<file path="src/rtl/conv_encoder_pkg.sv">
// Shared definitions for the rate-1/2, K=3 convolutional encoder.
package conv_encoder_pkg;

  localparam int K        = 3;
  localparam int TAIL_LEN = K - 1;

  localparam logic [K-1:0] G0_DEFAULT = 3'b111;
  localparam logic [K-1:0] G1_DEFAULT = 3'b101;

  typedef enum logic [1:0] {
    IDLE = 2'd0,
    DATA = 2'd1,
    TAIL = 2'd2
  } state_t;

endpackage

</file>
<file path="src/rtl/conv_encoder_branch.sv">
// One generator branch: parity of the taps selected by the polynomial.
module conv_branch
  import conv_encoder_pkg::*;
(
  input  logic         i_u,
  input  logic [K-2:0] i_sr,
  input  logic [K-1:0] i_g,
  output logic         o_c
);

  // Polynomial MSB taps the current bit, LSB the oldest register stage.
  assign o_c = ^(i_g & {i_u, i_sr});

endmodule

</file>
<file path="src/rtl/conv_encoder.sv">
// Framed feed-forward convolutional encoder: FRAME_LEN data bits, then K-1 zero tail bits.
module conv_encoder
  import conv_encoder_pkg::*;
#(
  parameter int           FRAME_LEN = 16,
  parameter logic [K-1:0] G0        = G0_DEFAULT,
  parameter logic [K-1:0] G1        = G1_DEFAULT
) (
  input  logic       clk,
  input  logic       reset,
  input  logic       din_valid,
  input  logic       din,
  output logic       din_ready,
  output logic [1:0] dout,
  output logic       dout_valid,
  output logic       frame_done
);

  localparam int             CW        = $clog2(FRAME_LEN + 1);
  localparam int             TCW       = (TAIL_LEN > 1) ? $clog2(TAIL_LEN) : 1;
  localparam logic [CW-1:0]  LAST_BIT  = CW'(FRAME_LEN);
  localparam logic [TCW-1:0] LAST_TAIL = TCW'(TAIL_LEN - 1);

  state_t         r_state;
  state_t         w_state_nxt;
  logic [CW-1:0]  r_cnt;
  logic [CW-1:0]  w_cnt_nxt;
  logic [TCW-1:0] r_tcnt;
  logic [TCW-1:0] w_tcnt_nxt;
  logic [K-2:0]   r_sr;
  logic [1:0]     r_dout;
  logic           r_dout_valid;
  logic           r_frame_done;

  logic w_tail;
  logic w_accept;
  logic w_shift;
  logic w_u;
  logic w_c0;
  logic w_c1;
  logic w_last_tail;

  assign w_tail      = (r_state == TAIL);
  assign din_ready   = !w_tail;
  assign w_accept    = din_valid && din_ready;
  assign w_shift     = w_accept || w_tail;
  assign w_u         = w_tail ? 1'b0 : din;
  assign w_last_tail = w_tail && (r_tcnt == LAST_TAIL);

  conv_branch u_branch0 (
    .i_u  (w_u),
    .i_sr (r_sr),
    .i_g  (G0),
    .o_c  (w_c0)
  );

  conv_branch u_branch1 (
    .i_u  (w_u),
    .i_sr (r_sr),
    .i_g  (G1),
    .o_c  (w_c1)
  );

  always_comb begin
    w_state_nxt = r_state;
    w_cnt_nxt   = r_cnt;
    w_tcnt_nxt  = r_tcnt;
    unique case (r_state)
      IDLE: begin
        if (w_accept) begin
          w_cnt_nxt   = CW'(1);
          w_state_nxt = (FRAME_LEN == 1) ? TAIL : DATA;
        end
      end
      DATA: begin
        if (w_accept) begin
          w_cnt_nxt = r_cnt + 1'b1;
          if (w_cnt_nxt == LAST_BIT) begin
            w_state_nxt = TAIL;
          end
        end
      end
      TAIL: begin
        if (w_last_tail) begin
          w_state_nxt = IDLE;
          w_cnt_nxt   = '0;
          w_tcnt_nxt  = '0;
        end else begin
          w_tcnt_nxt = r_tcnt + 1'b1;
        end
      end
      default: begin
        w_state_nxt = IDLE;
        w_cnt_nxt   = '0;
        w_tcnt_nxt  = '0;
      end
    endcase
  end

  always_ff @(posedge clk or negedge reset) begin
    if (!reset) begin
      r_state <= IDLE;
      r_cnt   <= '0;
      r_tcnt  <= '0;
    end else begin
      r_state <= w_state_nxt;
      r_cnt   <= w_cnt_nxt;
      r_tcnt  <= w_tcnt_nxt;
    end
  end

  // Tail cycles shift in zeros, so the register is back at all-zero on IDLE entry.
  always_ff @(posedge clk or negedge reset) begin
    if (!reset) begin
      r_sr         <= '0;
      r_dout       <= '0;
      r_dout_valid <= 1'b0;
      r_frame_done <= 1'b0;
    end else begin
      if (w_shift) begin
        r_sr <= {w_u, r_sr[K-2:1]};
      end
      r_dout       <= w_shift ? {w_c0, w_c1} : 2'b00;
      r_dout_valid <= w_shift;
      r_frame_done <= w_last_tail;
    end
  end

  assign dout       = r_dout;
  assign dout_valid = r_dout_valid;
  assign frame_done = r_frame_done;

endmodule

</file>
<file path="config.mk">
export PLATFORM = sky130hd
export DESIGN_NAME = conv_encoder
export DESIGN_NICKNAME = d
export VERILOG_FILES = /design/src/rtl/conv_encoder_pkg.sv /design/src/rtl/conv_encoder_branch.sv /design/src/rtl/conv_encoder.sv
export SDC_FILE = /design/constraint.sdc
export NUM_CORES = 1
export LEC_CHECK = 0
export ABC_CLOCK_PERIOD_IN_PS = 1900
export BUFFER_PORTS_ARGS = -buffer_cell sky130_fd_sc_hd__buf_2
export CAP_MARGIN = 15
export CORE_UTILIZATION = 39
export CTS_CLUSTER_DIAMETER = 50
export DETAILED_ROUTE_END_ITERATION = 10
export PLACE_DENSITY = 0.63
export SETUP_SLACK_MARGIN = 0.3
export SLEW_MARGIN = 20
export SYNTH_ARGS = -nofsm -noshare
export SYNTH_HDL_FRONTEND = slang
export SYNTH_SLANG_ARGS = --single-unit
</file>
<file path="constraint.sdc">
create_clock -name clk -period 1.9 [get_ports clk]
set_input_delay 0.38 -clock clk [delete_from_list [all_inputs] [get_ports clk]]
set_output_delay 0.38 -clock clk [all_outputs]
set_load 0.1 [all_outputs]
</file>
==> summary.txt <==
Outcome
  • Status: finished clean

Route
  • Initial DRC count: 3
  • Antenna-violating nets left: 0
  • TritonRoute pass-1 iters: 3
  • Via Count: 552
  • Wire per inst: 11.5 um
  • Routed WL: 1280 um
  • # DRC: 0
  • DR vias/cell: 4.97

Worst setup path
  • CP Max Fanout: 7
  • CP endpoint kind: output pin
  • Critical Setup Path Class: reg -> out
  • Worst EP arrival: 1.15 ns
  • Setup crit start kind: flip-flop
  • Worst path required time: 1.52 ns

GRT
  • GRT Residual Overflow: 0
  • Number of global-route vias before repair: 477
  • Gr usage total: 14.4%
  • Initial antenna violation count: 0
  • First-pass GRT wire length: 2160 um
  • Largest net degree at the start of global routing: 17

Clock network
  • CTS sink cnt: 14
  • Worst skew pair latency: 0.27 ns
  • CTS tree: done
  • Clock root buffer master: clkbuf_4
  • Clk pin slew, worst setup/hold paths: 0.08 ns
  • CTS Buf Count: 3
  • H-Tree Depth: 1
  • Clk buf depth: 2

Pwr
  • Switching Share: 34.8%
  • Pleak: 0.402 nW
  • Cell Pwr Density: 1020 nW/um^2
  • Seq pwr share: 47.4%
  • Max IR drop VDD: 0.484 mV
  • Cell Int Power: 0.598 mW
  • Combinational cell fraction of total power: 30.4%
  • Total Power: 0.916 mW
  • Switch Pwr: 0.319 mW
  • Clock power frac: 22.2%

STA
  • Final Hold Fails: 0
  • Max-slew headroom: 68.0%
  • Final worst slack: 0.374 ns
  • RSZ-0062 raised after global routing: no
  • Period utilization: 80.3%
  • Final slew viol count: 0
  • Worst Hold Slack: 0.407 ns
  • Fmax achieved: 655 MHz
  • Clock Skews: 0.00859 ns
  • Setup_tns: 0 ns
  • Post-route minimum period: 1.53 ns
  • Count of final setup violators: 0
  • Worst Max-Slew Pin Slew: 0.484 ns

Floorplan
  • Core Region: 1820 um^2
  • Initial Utilization: 43.8%
  • Die width: 47.2 um
  • Die height: 47.2 um
  • Die area: 2230 um^2
  • FP Rows: 15
  • Io pins: 9

Run
  • Max Cap Violations: 0

Layout
  • Layout area overhead: 12.4%
  • Multi-input gate area: 388 um^2
  • Non-filler cells, final: 111
  • Fillers: 171
  • Sequential cell area: 353 um^2
  • # nets final: 93
  • Antenna Cells: 0
  • Share of layout cells above drive strength 1: 30.2%

Yosys
  • Syn. warnings: 0
  • Syn_nets: 82
  • Post-synth cell types: 33
  • Syn avg cell area: 10.5 um^2
  • Sequential share of the synthesized area: 44.0%
  • Cells after Synth: 76
  • Seq cells post-synth: 14
  • Mapped Area: 797 um^2

Min path
  • Min-Delay Path Class: in -> reg

Placement
  • Cell total after placement: 104
  • DP Worst Slack: 0.343 ns
  • Final HPWL DP: 898 um
  • PortBufs: 8
  • GPL Wtd Cong: 0.733
## power by group through the flow
stage	Sequential, mW	Combinational, mW	Clock, mW
floorplan	0.440	0.236	0
global placement	0.441	0.266	0
detailed placement	0.444	0.267	0
CTS	0.438	0.272	0.210
global route	0.444	0.315	0.224
finish	0.434	0.279	0.203
## metal layers
metal / wire length, um / share of wire (%) / global-route usage [%]
met3: 39 / 3.0 / 5.77
met5: 0 / 0 / 0
met4: 14 / 1.1 / 5.14
met2: 558 / 44 / 20.6
met1: 669 / 52 / 19.6
## sequential cells by signal, summed over array words and instances (netlist names)
register    cells
dout            2
dout_valid      1
frame_done      1
r_cnt           5
r_sr            2
r_state         2
r_tcnt          1
## path summary, 6_finish.rpt
check / start / to / slack [ns] / depth (start not counted)
max in group asynchronous: reset / r_state[1] / 1.14 / 2
worst max-delay path: r_state[1] / din_ready / 0.37 / 4
min in group asynchronous: reset / r_sr[1] / 0.51 / 2
worst min-delay path: din / r_sr[1] / 0.41 / 3
worst max register to register: r_cnt[0] / r_state[0] / 0.46 / 4
worst min register to register: r_state[1] / r_state[0] / 0.58 / 2
## per-stage QoR
| step | util [%] | area (um^2) |
|---|---|---|
| 3_5_place_dp | 45.2 | 823 |
| 4_1_cts | 48.7 | 886 |
| 6_report | 49.2 | 896 |
| 5_1_grt | 49.2 | 896 |
| 2_1_floorplan | - | 797 |
| 3_3_place_gp | 45.2 | 823 |
## layout by cell type (no fill, tap or decap), drive strengths merged
cell type and count:
a21bo 1, a21o 1, a21oi 3, a22o 1
a31oi 3, and2 1, and2b 1, buf 10
clkbuf 4, dfrtp 14, dlygate4sd3 1, ha 2
inv 3, mux2 2, mux2i 3, nand2 5
nand2b 2, nand3 3, nand4 1, nand4b 1
nor2 6, nor2b 3, nor4 1, o21ai 10
o221a 1, o2bb2ai 1, o32ai 1, xnor2 1
## Yosys cell counts, drive strengths merged
master / count / area [um^2]
a21bo: 1 / 10.0
nand4: 1 / 6.26
nand3: 3 / 20.0
xnor2: 1 / 8.76
ha: 2 / 25.0
mux2i: 3 / 30.0
a31oi: 3 / 18.8
nand2b: 2 / 15.0
nand4b: 1 / 8.76
mux2: 2 / 30.0
nor2b: 3 / 18.8
dfrtp: 14 / 350
nand2: 5 / 18.8
o221a: 1 / 11.3
a21oi: 3 / 15.0
a21o: 1 / 7.51
inv: 3 / 16.3
o2bb2ai: 1 / 8.76
nor2: 6 / 37.5
o21ai: 10 / 50.0
nor4: 1 / 6.26
o32ai: 1 / 16.3
and2b: 1 / 7.51
buf: 5 / 45.0
and2: 1 / 6.26
a22o: 1 / 8.76
## worst max-delay path, stage by stage, from the launching register on
cell and delay, ns:
dfrtp_2 0.42, inv_2 0.08, nor2_4 0.06, inv_6 0.08, buf_6 0.23
## what timing repair did
action / in CTS / in global routing
buffers inserted: 1 / 1
endpoints found under the setup margin: 1 / 2
hold endpoints to repair: 14 / 0
resized for setup: 4 / 1
hold buffers: 1 / 0
## logic make-up (layout without fill, tap and decap cells)
| logic type | Yosys count | count (layout) | synth area share (%) |
|---|---|---|---|
| buf+inv | 8 | 18 | 7.69 |
| compound gates | 22 | 22 | 18.4 |
| mux | 5 | 5 | 7.54 |
| flops | 14 | 14 | 44.0 |
| simple gates | 24 | 24 | 18.2 |
| fa+ha+maj | 2 | 2 | 3.14 |
| xor+xnor | 1 | 1 | 1.10 |
## area by class of cell
| class | count | share of cell area [%] |
|---|---|---|
| Multi-Input combinational cell | 54 | 43.3 |
| Tap cell | 25 | 3.49 |
| Sequential cell | 14 | 39.4 |
| Clock buffer | 4 | 4.05 |
| Inverter | 3 | 1.82 |
| Timing Repair Buffer | 11 | 7.96 |
No activity file was read; power rests on OpenSTA's default activity.
